===== config.mk =====
export PLATFORM = sky130hd
export DESIGN_NAME = instr_fetch_unit
export DESIGN_NICKNAME = d
export VERILOG_FILES = /design/src/rtl/instr_fetch_unit.sv
export SDC_FILE = /design/constraint.sdc
export NUM_CORES = 1
export LEC_CHECK = 0
export CAP_MARGIN = 20
export CORE_ASPECT_RATIO = 0.75
export CORE_MARGIN = 4
export CORE_UTILIZATION = 55
export DETAILED_ROUTE_END_ITERATION = 10
export DONT_BUFFER_PORTS = 1
export PLACE_DENSITY = 0.76
export SYNTH_ARGS = -nofsm -noshare
export SYNTH_HDL_FRONTEND = slang
export SYNTH_SLANG_ARGS = --single-unit

===== constraint.sdc =====
create_clock -name clk -period 4.32 [get_ports clk]
set_clock_uncertainty 0.05 [all_clocks]
set_input_delay 1.296 -clock clk [delete_from_list [all_inputs] [get_ports clk]]
set_output_delay 1.296 -clock clk [all_outputs]
set_load 0.005 [all_outputs]

===== src/rtl/instr_fetch_unit.sv =====
// instr_fetch_unit: owns the PC, reads instruction memory with a fixed latency and presents IR fields with a valid pulse.
module instr_fetch_unit #(
    parameter int ADDR_W = 32,
    parameter int MEM_LAT = 3,
    parameter logic [ADDR_W-1:0] RESET_PC = '0
) (
    input  logic              clk,
    input  logic              reset,
    input  logic              fetch_req,
    input  logic              flush,
    input  logic              pc_load,
    input  logic [ADDR_W-1:0] pc_target,
    input  logic [31:0]       mem_rdata,
    output logic [ADDR_W-1:0] mem_addr,
    output logic              mem_rd,
    output logic [ADDR_W-1:0] pc_out,
    output logic [31:0]       IR,
    output logic [5:0]        OPCODE,
    output logic [4:0]        RS,
    output logic [4:0]        RT,
    output logic [4:0]        RD,
    output logic [5:0]        FUNCT,
    output logic [15:0]       IMM16,
    output logic              instr_valid,
    output logic              busy,
    output logic              addr_err
);
    typedef enum logic [1:0] {IDLE, FETCH, DONE} state_t;
    state_t            state_q;
    logic [2:0]        cnt_q;
    logic [ADDR_W-1:0] pc_q, pend_pc_q;
    logic              pend_q;
    logic [31:0]       ir_q;
    logic              addr_err_q;
    logic [ADDR_W-1:0] load_pc_d, next_pc_d;
    logic              last_d;
    assign load_pc_d = {pc_target[ADDR_W-1:2], 2'b00};
    // a load arriving on the completion edge itself is the latest one, so it wins over any pending target
    assign next_pc_d = pc_load ? load_pc_d : pend_q ? pend_pc_q : pc_q + ADDR_W'(4);
    assign last_d    = cnt_q == 3'(MEM_LAT - 1);
    always_ff @(posedge clk or posedge reset) begin
        if (reset) begin
            state_q    <= IDLE;
            cnt_q      <= '0;
            pc_q       <= RESET_PC;
            pend_pc_q  <= '0;
            pend_q     <= 1'b0;
            ir_q       <= '0;
            addr_err_q <= 1'b0;
        end else begin
            addr_err_q <= pc_load && (pc_target[1:0] != 2'b00);
            case (state_q)
                IDLE: begin
                    if (pc_load) pc_q <= load_pc_d;
                    else if (fetch_req && !flush) begin
                        state_q <= FETCH;
                        cnt_q   <= '0;
                    end
                end
                FETCH: begin
                    if (flush) begin
                        state_q <= IDLE;
                        cnt_q   <= '0;
                        pend_q  <= 1'b0;
                        if (pc_load) pc_q <= load_pc_d;
                    end else if (last_d) begin
                        state_q <= DONE;
                        cnt_q   <= cnt_q + 3'd1;
                        ir_q    <= mem_rdata;
                        pc_q    <= next_pc_d;
                        pend_q  <= 1'b0;
                    end else begin
                        cnt_q <= cnt_q + 3'd1;
                        if (pc_load) begin
                            pend_q    <= 1'b1;
                            pend_pc_q <= load_pc_d;
                        end
                    end
                end
                DONE: begin
                    if (pc_load) begin
                        pc_q    <= load_pc_d;
                        state_q <= IDLE;
                    end else if (fetch_req && !flush) begin
                        state_q <= FETCH;
                        cnt_q   <= '0;
                    end else state_q <= IDLE;
                end
                default: state_q <= IDLE;
            endcase
        end
    end
    assign mem_addr    = pc_q;
    assign pc_out      = pc_q;
    assign mem_rd      = state_q == FETCH;
    assign busy        = state_q == FETCH;
    assign instr_valid = state_q == DONE;
    assign addr_err    = addr_err_q;
    assign IR          = ir_q;
    assign OPCODE      = ir_q[31:26];
    assign RS          = ir_q[25:21];
    assign RT          = ir_q[20:16];
    assign RD          = ir_q[15:11];
    assign FUNCT       = ir_q[5:0];
    assign IMM16       = ir_q[15:0];
endmodule


Word-level counts from Yosys, hierarchy flattened
Index checks and enable logic that the tools add are counted.
{ "word_totals": {"mem_bits_ro": 0, "ramBits": 0, "memories": 0, "latch_bits": 0, "out_inout_bits": 143, "ff_bits": 101} }
{ "op_classes": {"shift": 0, "n_mul": 0, "eq_ne": 8, "bitwise": 2, "addsub": 2, "reduce_logical": 14, "n_lt_le_gt_ge": 0, "muxes": 20, "n_div": 0} }
{ "ops": {"columns": ["cell", "n"], "rows": [
  ["two-way mux 32 bit", 5],
  ["case mux 32 bit (2 select lines)", 1],
  ["adder 32 x 3 -> 32 bit, second input constant", 1],
  ["two-way mux 3 bit", 3],
  ["AND reduction 3 bit", 3],
  ["two-way mux 2 bit", 4],
  ["inequality test 2 bit, second input constant", 3],
  ["case mux 2 bit (3 select lines)", 1],
  ["case mux 3 bit (2 select lines)", 1],
  ["two-way mux 1 bit", 5],
  ["AND reduction 2 bit", 2],
  ["AND reduction 4 bit", 1],
  ["nonzero test 2 bit", 2],
  ["adder 3 x 1 -> 3 bit, second input constant", 1],
  ["== test 3 x 2 -> 1 bit, second input constant", 1],
  ["inequality test 3 x 2 -> 1 bit, second input constant", 1],
  ["nonzero test 3 bit", 1],
  ["== test 2 x 1 -> 1 bit, second input constant", 1],
  ["== test 2 bit, second input constant", 1],
  ["logical AND 1 bit", 2],
  ["zero test 2 bit", 1],
  ["inequality test 2 x 1 -> 1 bit, second input constant", 1],
  ["inverter 1 bit", 2],
  ["OR reduction 2 bit", 1],
  ["zero test 1 bit", 1]
]} }

Logic depth before layout (Yosys ltp)
{ "logic_depth": {"word_depth": 6, "depth_mapped": 8} }

Worst setup path after synthesis
OpenSTA, ideal clock, no wires.
{ "synth_timing": {"kind": "input-to-reg", "start": "input port flush", "end": "register ir_q[0] (netlist: IR[0])", "cell_stages": 4, "setup_time_ns": 0.125, "arrival_ns": 2.495, "path_slack_ns": 1.650, "cell_sequence": "clkbuf_1 nor2_1 clkbuf_1 mux2_2"} }
{ "synth_between": {"elab_chain_len": 2} }
{ "synth_lines": {"columns": ["item", "line_no", "text"], "rows": [
  ["from (decl)", "10", "input logic flush,"],
  ["inverter 1 bit (no line)", null, null],
  ["AND reduction 3 bit (no line)", null, null],
  ["to (signal assigned)", "69", "ir_q <= mem_rdata;"],
  ["to (decl)", "33", "logic [31:0] ir_q;"]
]} }
No other way between the ends.
A chain may end at the register's enable or synchronous reset.

Worst setup path after layout
{ "layout_timing": {"start": "input port flush", "end": "register pc_q[22] (netlist: mem_addr[22])"} }
{ "layout_between": {"elab_chain_len": 2} }
{ "layout_lines": {"columns": ["item", "line_no", "text"], "rows": [
  ["two-way mux 32 bit / inequality test 3 x 2 -> 1 bit (equally long branches)", null, null],
  ["case mux 32 bit (2 select lines) / AND reduction 2 bit (equally long branches)", null, null],
  ["to (signal assigned)", "54", "if (pc_load) pc_q <= load_pc_d;"],
  ["to (signal assigned)", "65", "if (pc_load) pc_q <= load_pc_d;"],
  ["to (signal assigned)", "70", "pc_q <= next_pc_d;"],
  ["to (decl)", "31", "logic [ADDR_W-1:0] pc_q, pend_pc_q;"]
]} }
Parallel ways exist; a longest one is shown, timed or not.

==> results summary <==
The run finished with clean final reports. After routing, the total negative slack on setup checks comes to 0 ps. In the layout the commonest cells are sky130_fd_sc_hd__dfrtp_1 (101), sky130_fd_sc_hd__mux2_2 (63), sky130_fd_sc_hd__o21ai_0 (38). The number of placement rows is 31. The most common flop cell mapped by yosys is sky130_fd_sc_hd__dfrtp_1. The final instance area is ~0.0055 mm^2. The global-route usage over all layers came out at about a quarter. Compared with the post-synthesis result, the final layout area differs by -2.79%. The region available for standard cell placement spans approximately 0.0098 mm^2. The die height is ~95 um. Of all nets on the critical path, the largest fanout is 14.

The CTS root buffer is sky130_fd_sc_hd__clkbuf_16. The power density over the cells came out at about 440 mW/mm^2. The share of async-settable or async-resettable flops after synthesis is 100%. The post-synthesis area per instance came out at 10.1 um^2. Counting flops and latches in the post-synthesis netlist gives 101. The proportion of layout cells with a drive suffix above 1 came out at between 20% and 30%. For the finished layout, the period the worst path requires is about 3000 ps. After detailed routing, the average wire length per cell comes to 23.2 um. The required arrival time at the worst endpoint is 4510 ps. The global-route wire length before repair came out at between 20000 and 25000 um.

The leakage power summed over all cells is 2.30 nW. The number of primary I/O pins came out at between 200 and 250. The horizontal die dimension came out at approximately 120 um. The number of antenna violations at the first check in global routing is 1. The number of enable-type register cells in the synthesized netlist came out at 0. The CTS tree is built. The maximum achievable frequency is approximately 340 MHz. The number of nets in the synthesized netlist came out at around 630. The tool flagged a number of max-cap violations equal to 0.

The source-to-sink clock delay at the later pin of the worst-skew pair is 350 ps. The post-CTS setup buffer count is 0. For this design, the CTS-stage hold fixing added 0 buffers. The clock sink total came out at 101. The count of antenna-violating nets left after detailed routing came out at 0.

The worst ir drop on vdd came out at around 0.00022 V. The worst hold path belongs to the class reg2reg. The worst setup path is launched from an input port. The aggregate global routing overflow came out at 0. The critical path endpoint category is a register.

The via count of the first global-routing pass is around 4100. The DRC violation total after the first TritonRoute iteration is roughly 520. For this run, the register share of the synthesized area comes to between 40% and 50%. The mapped netlist covers roughly 0.0056 mm^2. The finished layout holds around 600 standard cells, fillers aside. After technology mapping, the gate count stands at 554. The combined area of the multi-input logic cells is approximately 0.0023 mm^2. In this design, the stage delay of the slowest critical-path cell is 640 ps.

The signal on the critical path passes through nor2b_1 -> a22oi_1 -> o22ai_1 -> o21ai_0 -> a211o_1. The detailed placer's ending HPWL is 9930 um. The filler cell count is approximately 820. After clock tree synthesis, the clock-pin slew on the worst setup and hold paths is 70 ps. The final estimated routing congestion in global placement came out at ~0.9. The total of warnings raised by yosys came out at 0. The number of I/O port buffers is 0. The count of TritonRoute iterations in the first routing pass is 8. Of the available clock period, the critical path in the final layout requires slightly below 70%.

The number of buffers inserted during clock tree synthesis is 9. The final-stage net count came out at ~540. The worst slew margin relative to its limit came out at 28.4%. The die area is roughly 0.012 mm^2. The antenna diode instance count is 0. The count of final setup violators came out at 0. The largest net degree at the start of global routing is 73. Setup repair after global routing left no endpoint under its margin. The effective utilization at floorplan came out at a little under three fifths. Summing all flip-flop and latch instances after layout gives about 0.0025 mm^2. The hold violation total from the final report came to 0. The area after detailed placement is ~0.0052 mm^2. The max-slew violation total from the final report came out at 0. The total wirelength of the detailed-routed design came out at around 14000 um. At the pin with the least slew margin, the transition time is 1070 ps. The deepest level of the CTS H-tree came out at 3. The number of resized instances in the post-cts repair step is 0.

Setup slack on the worst reg-to-reg path comes out at between 1000 and 1500 ps. The placed cell count is approximately 590. The commonest non-fill, non-tap cell in the layout is sky130_fd_sc_hd__dfrtp_1. Using the TritonRoute via totals, the vias-per-cell ratio works out to approximately 6.8. On the critical path, the stage with the largest delay is an instance of sky130_fd_sc_hd__o22ai_1. The total vias in the final route came out at around 4100. The worst setup path is of the in2reg kind. The detailed-route DRC error count is 0. The clock passes through at most 2 buffers. At the worst endpoint, the arrival time is between 3000 and 4000 ps. The number of distinct library cell variants in the gate-level netlist after synthesis came out at 60.
==> cell usage after synthesis, types with 6 or more instances <==
cell	n	area, um^2
sky130_fd_sc_hd__dfrtp_1	101	2530
sky130_fd_sc_hd__buf_4	78	586
sky130_fd_sc_hd__mux2_2	63	709
sky130_fd_sc_hd__o21ai_0	38	190
sky130_fd_sc_hd__nand2_1	32	120
sky130_fd_sc_hd__nor2_1	32	120
sky130_fd_sc_hd__a21oi_1	22	110
sky130_fd_sc_hd__clkbuf_1	19	71.3
sky130_fd_sc_hd__nand3_1	13	65.1
sky130_fd_sc_hd__inv_1	12	45.0
sky130_fd_sc_hd__nand4_1	11	68.8
sky130_fd_sc_hd__nor3_1	10	50.1
sky130_fd_sc_hd__a31oi_1	9	56.3
sky130_fd_sc_hd__a211oi_1	7	52.6
sky130_fd_sc_hd__nor4_1	7	43.8
sky130_fd_sc_hd__o22ai_1	7	43.8
sky130_fd_sc_hd__and3_1	6	37.5
==> layout make-up <==
| type | instances | share of cell area (%) |
|---|---|---|
| multi-input cells | 336 | 43.0 |
| well taps | 132 | 3.03 |
| clock buffers | 9 | 4.13 |
| repair buffers | 10 | 1.38 |
| clock inverters | 7 | 1.06 |
| flip-flops and latches | 101 | 46.4 |
| inverters | 14 | 1.01 |
==> stage by stage <==
step	util (%)	hold slack, ps	worst slack, ps	total power [mW]
3_3_place_gp	52.7	436	1140	1.62
5_1_grt	55.5	470	1080	2.53
4_1_cts	55.5	460	1400	2.42
2_1_floorplan	-	424	327	1.61
3_5_place_dp	52.7	444	1060	1.65
6_report	55.5	463	1340	2.41
==> state kept, by name (all words and copies together) (netlist names) <==
register and count:
IR 32, addr_err 1, cnt_q 3, mem_addr 32
pend_pc_q 30, pend_q 1, state_q 2
==> critical path: cells and delay by family <==
kind             cells  cell delay, ps
AO/OA/AOI/OAI        4            1360
AND/OR/NAND/NOR      1             500
==> cells by family after synthesis <==
group / share of synthesized area, %
muxes: 13.5
xor gates and xnor gates: 1.09
DFF: 45.1
AOI/OAI and AO/OA: 13.8
adders and majority gates: 0.670
buffers and inverters: 13.1
and+or+nand+nor: 12.7
==> where the power goes <==
| part | total (mW) | internal [mW] | leakage, nW | switching [mW] |
|---|---|---|---|---|
| registers | 1.29 | 1.09 | 1.26 | 0.202 |
| logic | 0.344 | 0.173 | 0.910 | 0.171 |
| clock network | 0.773 | 0.398 | 0.129 | 0.375 |
| total | 2.41 | 1.66 | 2.30 | 0.748 |
==> per-layer routing <==
metal | part of all wire [%] | GRT usage, % | wire length [um] | up-vias
met1 | 42 | 32.2 | 5900 | 2051
met2 | 46 | 36.8 | 6460 | 277
met3 | 11 | 9.35 | 1530 | 32
li1 | - | - | - | 1783
met5 | 0.092 | 0 | 13 | -
met4 | 1.7 | 6.75 | 235 | 2
==> worst paths after layout <==
| path | startpoint | to | depth (start not counted) |
|---|---|---|---|
| worst max-delay path | flush | mem_addr[22]$_DFFE_PP0P_ | 5 |
| worst min-delay path | pend_pc_q[7]$_DFFE_PP0P_ | pend_pc_q[7]$_DFFE_PP0P_ | 1 |
| worst max register to register | pend_q$_DFFE_PP0P_ | mem_addr[9]$_DFFE_PP0P_ | 5 |
| worst min register to register | pend_pc_q[7]$_DFFE_PP0P_ | pend_pc_q[7]$_DFFE_PP0P_ | 1 |
| max in group asynchronous | reset | IR[26]$_DFFE_PP0P_ | 2 |
| min in group asynchronous | reset | IR[3]$_DFFE_PP0P_ | 1 |
(Power assumes the default switching activity.)
